--- src/rtl/serial_cmp_pkg.sv ---
// Shared types for the bit-serial word comparator.
//   state_e    : word-assembly FSM state
//   res_e      : running comparison result
//   res_to_gel : maps a result to the one-hot {G,E,L} flag vector
package serial_cmp_pkg;

  typedef enum logic {
    IDLE,
    RUN
  } state_e;

  typedef enum logic [1:0] {
    RES_EQ,
    RES_GT,
    RES_LT
  } res_e;

  // One-hot {G,E,L}; any non-GT/LT encoding reads as equal.
  function automatic logic [2:0] res_to_gel(input res_e r);
    case (r)
      RES_GT:  return 3'b100;
      RES_LT:  return 3'b001;
      default: return 3'b010;
    endcase
  endfunction

endpackage

--- src/rtl/serial_cmp_counter.sv ---
// Bit-position counter for one serial word.
//   clk, reset : clock, synchronous active-high reset
//   en         : advance by one accepted bit
//   clr        : return to 0 (word complete); wins over en
//   cnt        : current bit position, 0..WIDTH-1
//   last       : cnt == WIDTH-1
module serial_cmp_counter #(
  parameter  int unsigned WIDTH = 8,
  localparam int unsigned CNT_W = $clog2(WIDTH)
) (
  input  logic             clk,
  input  logic             reset,
  input  logic             en,
  input  logic             clr,
  output logic [CNT_W-1:0] cnt,
  output logic             last
);

  logic [CNT_W-1:0] cnt_q;

  assign cnt  = cnt_q;
  assign last = (cnt_q == CNT_W'(WIDTH - 1));

  // Saturates at WIDTH-1 so a missing clr can never wrap into a bogus position.
  always_ff @(posedge clk) begin
    if (reset || clr) begin
      cnt_q <= '0;
    end else if (en && !last) begin
      cnt_q <= cnt_q + CNT_W'(1);
    end
  end

endmodule

--- src/rtl/serial_word_comparator.sv ---
// Bit-serial magnitude comparator: one a/b bit pair per accepted cycle,
// registered one-hot G/E/L at each word boundary.
//   clk, reset   : clock, synchronous active-high reset
//   a, b         : serial operand bits
//   bit_valid    : a/b valid this cycle; low stalls everything
//   signed_mode  : two's-complement compare, sampled with a word's first bit
//   G, E, L      : result of the last completed word (one-hot)
//   done         : one-cycle pulse when G/E/L were just updated
//   busy         : a word is partially received
//   decided      : MSB-first only, the current word's result is already fixed
module serial_word_comparator
  import serial_cmp_pkg::*;
#(
  parameter int unsigned WIDTH     = 8,
  parameter bit          MSB_FIRST = 1'b1
) (
  input  logic clk,
  input  logic reset,
  input  logic a,
  input  logic b,
  input  logic bit_valid,
  input  logic signed_mode,
  output logic G,
  output logic E,
  output logic L,
  output logic done,
  output logic busy,
  output logic decided
);

  localparam int unsigned CNT_W = $clog2(WIDTH);

  state_e           state_q;
  res_e             res_q, res_d;
  logic             signed_q;
  logic [2:0]       gel_q;
  logic             done_q, busy_q, decided_q;
  logic [CNT_W-1:0] cnt_w;
  logic             last_w;

  logic first_c, sgn_c, sign_bit_c, gt_c;
  res_e base_c, bit_res_c;

  serial_cmp_counter #(.WIDTH(WIDTH)) u_cnt (
    .clk   (clk),
    .reset (reset),
    .en    (bit_valid),
    .clr   (bit_valid && last_w),
    .cnt   (cnt_w),
    .last  (last_w)
  );

  // Result after folding in the current bit pair.
  always_comb begin
    first_c    = (state_q == IDLE);
    sgn_c      = first_c ? signed_mode : signed_q;
    // The sign bit arrives first in MSB-first order, last in LSB-first order.
    sign_bit_c = MSB_FIRST ? first_c : last_w;
    // A set sign bit makes the word smaller, so the per-bit verdict flips there.
    gt_c       = (a & ~b) ^ (sgn_c & sign_bit_c);
    bit_res_c  = gt_c ? RES_GT : RES_LT;
    base_c     = first_c ? RES_EQ : res_q;
    res_d      = base_c;
    // MSB-first: first difference is sticky. LSB-first: later differences dominate.
    if (a != b) begin
      if (!MSB_FIRST || (base_c == RES_EQ)) begin
        res_d = bit_res_c;
      end
    end
  end

  // Word FSM and registered outputs.
  always_ff @(posedge clk) begin
    if (reset) begin
      state_q   <= IDLE;
      res_q     <= RES_EQ;
      signed_q  <= 1'b0;
      gel_q     <= 3'b010;
      done_q    <= 1'b0;
      busy_q    <= 1'b0;
      decided_q <= 1'b0;
    end else begin
      done_q <= 1'b0;
      if (bit_valid) begin
        if (first_c) begin
          signed_q <= signed_mode;
        end
        if (last_w) begin
          state_q   <= IDLE;
          res_q     <= RES_EQ;
          gel_q     <= res_to_gel(res_d);
          done_q    <= 1'b1;
          busy_q    <= 1'b0;
          decided_q <= 1'b0;
        end else begin
          state_q   <= RUN;
          res_q     <= res_d;
          busy_q    <= 1'b1;
          decided_q <= MSB_FIRST && (res_d != RES_EQ);
        end
      end
    end
  end

  assign G       = gel_q[2];
  assign E       = gel_q[1];
  assign L       = gel_q[0];
  assign done    = done_q;
  assign busy    = busy_q;
  assign decided = decided_q;

endmodule

--- config.mk ---
export PLATFORM = sky130hd
export DESIGN_NAME = serial_word_comparator
export DESIGN_NICKNAME = d
export VERILOG_FILES = /design/src/rtl/serial_cmp_pkg.sv /design/src/rtl/serial_cmp_counter.sv /design/src/rtl/serial_word_comparator.sv
export SDC_FILE = /design/constraint.sdc
export NUM_CORES = 1
export LEC_CHECK = 0
export CAP_MARGIN = 25
export CORE_AREA = 2 2 39 41
export DETAILED_ROUTE_END_ITERATION = 6
export DIE_AREA = 0 0 41 43
export DONT_BUFFER_PORTS = 1
export PLACE_DENSITY = 0.65
export REMOVE_ABC_BUFFERS = 1
export SYNTH_ARGS = -nofsm -noshare
export SYNTH_HDL_FRONTEND = slang
export SYNTH_SLANG_ARGS = --single-unit
--- constraint.sdc ---
create_clock -name clk -period 4.1 [get_ports clk]
set_input_delay 0.205 -clock clk [delete_from_list [all_inputs] [get_ports clk]]
set_output_delay 0.205 -clock clk [all_outputs]
set_load 0.1 [all_outputs]
# Word-level counts from Yosys, hierarchy flattened
# Index checks and enable logic that the tools add are counted.
# totals
register_bits,12
wordCells,36
# classes
add_sub_neg,1
n_eq_ne,4
muxes,10
n_bitwise,6
n_reduce_logical,8
# op_table
op,count
$mux W2,5
$pmux W3 S2,1
$mux W1,4
$add A3 B1 Y3 const B,1
$eq A3 B3 Y1 const B,1
$not A1 Y1,3
$and A1 B1 Y1,2
$eq A2 B1 Y1 const B,1
$eq A2 B2 Y1 const B,1
$logic_and A1 B1 Y1,2
$logic_not A2 Y1,1
$reduce_and A2 Y1,1
$reduce_bool A2 Y1,1
$reduce_or A2 Y1,1
$logic_not A1 Y1,1
$logic_or A1 B1 Y1,1
$ne A1 B1 Y1,1
$xor A1 B1 Y1,1

# Logic depth before layout (Yosys ltp)
# logic_depth
depth_word,8
depth_mapped,6
mapped_depth_nobuf,5

# Cells and area by module
# From an unflattened synthesis, not the netlist that was laid out.
# hier_totals
hier_cells,62
area_unflattened_um2,559.3
# modules_own_cells
mod,n_inst,cells_each,area_per_inst_um2,seq_area_each_um2
serial_word_comparator,1,50,416.6,160.2
serial_cmp_counter,1,12,142.6,60.1

# Least setup slack after synthesis
# No wires, ideal clock.
# synth_path
path_kind,register to register
startpoint,"register, netlist name busy"
endpoint,register res_q[1]
setup_ns,0.127
t_arrival_ns,1.606
required_ns,3.973
setup_slack_ns,2.367
path_stages_with_launch,4
period_less_slack_ns,1.733
cell_sequence,dfxtp_1 nor2_1 a211oi_1 nor3_1
# synth_rtl
item,line,source
"end signal, assigned",serial_word_comparator.sv:97,res_q <= res_d;
"end, declared",serial_word_comparator.sv:34,"res_e res_q, res_d;"

==> run summary <==
Number of synthesized flops with an enable pin - 0
Initial antenna violation count - 0
Worst-path fanout max - 5
Post-Synth Adder-Cell Area - 6.742%
DR DRC count - 0
Setup crit end kind - register
Proportion of synthesized chip area in sequential cells - 39.55%
RSZ-0062 raised after global routing - no
I/O pin cnt - 12
CP delay by family, top - compound AO/OA/AOI/OAI gates
Register bit total from synthesis - 11
Share of flip-flops with an asynchronous set or reset - 0%
Number of H-tree levels - 1
Die height - 43 um
Cell with the most instances after synthesis - dfxtp_1
Clk root buf - clkbuf_4
Complex-gate fraction of the synthesized area - 28.99%
Hpwl dp - 827.3 um
TritonRoute pass-1 iters - 4
Post-synth cell types - 29
CP Launch Type - register
Vias per std cell - 5.682
Full die area - 1763 um^2
Fmax achieved - 0.6884 GHz
Fin crit period - 1.453 ns
Status - finished clean
Endpoints failing setup - 0
Die width - 41 um
Yosys top cell by area - dfxtp_1
Cell leakage power - 0.2572 nW
GRT Total Usage - 17.42%
Top cells by area, synth - dfxtp_1, a21oi_1, ha_1
Number of global-route vias before repair - 450
Cts bufs inserted - 3
Nets - 79
DRT antenna net count - 0
Seq pwr share - 51.8%
TritonCTS clock tree - yes
IO buf count - 0
Mux cell area share after synthesis - 0%
Drt total wl - 1150 um
Syn avg cell area - 8.566 um^2
Gr ovfl total - 0
Critical-path top delay cell - a2111o_1
Slowest Stage Delay on Critical Path - 0.41 ns
Sw Pwr - 0.00006919 W
Max-cap violations - 0
Headroom to the max-slew limit - 35.34%
Clk network pwr share - 31.5%
Synth cell count leaders - dfxtp_1, a21oi_1, nand2_1, inv_1
Period utilisation layout - 35.43%
Synth Instances - 65
# fillers - 129
PD cells - 374.7 nW/um^2
Clock sink total - 11
Cell Count, Final, Fillers Out - 85
Synth Area in Simple Gates - 15.28%
Final Max Slew Viols - 0
Clock transition at path regs - 0.07 ns
Slew @ Worst Pin - 0.9685 ns
Routability cong. - 0.8883
Final hold vios - 0
Clk_lat worst skew - 0.27 ns
Final Skew - 0.003346 ns
Worst vdd ir - 0.1741 mV
Setup Fix Bufs, Post-CTS - 0
Avg WL per Cell - 13.53 um
Yosys top cell area share - 39.55%
Crit-path cells - buf_16 > buf_2 > nor2b_1 > a2111o_1 > o32ai_1
Largest net degree at the start of global routing - 12
Via Count - 483
Switching share of power - 29.34%
CORE AREA - 1384 um^2
Hold Path Class - in -> reg
Arr. time, crit path - 1.64 ns
Crit Path Class - reg -> reg
Post_cts resized - 0
Ant diodes - 0
Initial Util - 40.24%
Cell area after synthesis - 556.8 um^2
Critical Path RT - 4.29 ns
Xor/xnor share of the synthesized area - 3.146%
Logic pwr share - 16.7%
Row count - 14
Largest family of logic cells by synthesized area - compound AO/OA/AOI/OAI gates
Area grow syn2layout - 13.03%
Top_reg_cell synth - dfxtp_1
Share of layout cells above drive strength 1 - 8.696%
Internal - 0.0001666 W
CTS Buffer Depth - 2
First-iteration detailed-routing DRC count - 9
WP buf/inv - 2
Cells after DPL - 80
Setup TNS - 0 ns
YS warnings - 0
First-pass GRT wire length - 2001 um
## flip-flops by register name (all words and copies together) (netlist names)
signal	count
busy	1
decided	1
done	1
gel_q	3
res_q	2
u_cnt.cnt	3
## final cells by class
class / count / area (um^2) / share of cell area (%)
timing repair buffer: 3 / 42.54 / 6.759
sequential: 11 / 220.2 / 34.99
clock buffer: 4 / 26.28 / 4.175
inverter: 5 / 18.77 / 2.982
tap: 16 / 20.02 / 3.181
multi-input combinational: 46 / 301.5 / 47.91
## power groups by stage
| stage | clock, W | combinational (W) | sequential, W |
|---|---|---|---|
| after CTS | 0.0000768 | 0.0000395 | 0.000122 |
| after global placement | 0 | 0.0000269 | 0.000129 |
| after detailed placement | 0 | 0.0000375 | 0.000125 |
| after global routing | 0.0000842 | 0.0000440 | 0.000123 |
| final | 0.0000742 | 0.0000395 | 0.000122 |
| after floorplan | 0 | 0.0000231 | 0.000128 |
## through the flow
step                      hold slack [ns]  total power (W)  area (um^2)  setup slack [ns]  utilization (%)
after global placement             0.2758        0.0001563        560.5             2.278            40.51
after global routing             0.009829        0.0002509        629.4             2.540            45.48
final                             0.02818        0.0002358        629.4             2.647            45.48
after floorplan                    0.2741        0.0001512        540.5             2.367                -
after CTS                         0.02474        0.0002382        629.4             2.639            45.48
after detailed placement           0.2813        0.0001620        593.1             2.655            42.86
## placed cells by master (no fill, tap or decap), types with 2 or more instances in the layout
master    instances
dfxtp_1          11
a21oi_1           8
nand2_1           6
inv_1             4
nor2_1            3
a211oi_1          3
ha_1              3
clkbuf_4          3
nor3_1            2
o21ai_0           2
nor2b_1           2
nand3b_1          2
o21bai_1          2
## logic make-up (layout without fill, tap and decap cells)
group                    Yosys count  in the layout
AND/OR/NAND/NOR                   17             17
flip-flops                        11             11
adder cells (fa/ha/maj)            3              3
AO/OA/AOI/OAI                     24             24
XOR/XNOR                           2              2
buffers and inverters              8             12
## final timing paths
kind	startpoint	end	slack (ns)	cells after the start
hold reg to reg	u_cnt.cnt[2]	u_cnt.cnt[2]	0.47	2
setup reg to reg	busy	res_q[0]	2.65	5
hold / removal	reset	res_q[0]	0.03	1
setup / recovery	busy	res_q[0]	2.65	5
## worst register-to-register path: cells and delay by family, from the launching register on
kind	cells	cell delay (ns)
AOI/OAI and AO/OA	2	0.51
buffers and inverters	2	0.35
DFF	1	0.38
and+or+nand+nor	1	0.14
## metal layers
| metal | up-vias | GRT usage, % | share of wire [%] |
|---|---|---|---|
| li1 | 241 | - | - |
| met1 | 225 | 20.45 | 47 |
| met2 | 12 | 25.00 | 46 |
| met3 | 5 | 6.283 | 4.1 |
| met4 | 0 | 12.00 | 3.3 |
| met5 | - | 0 | 0 |
## repair_timing
action / CTS / global route
hold buffers: 1 / 0
setup endpoints to repair: 0 / 0
endpoints found under the hold margin: 7 / 0
Note: power is estimated with default switching activity, not from simulation.
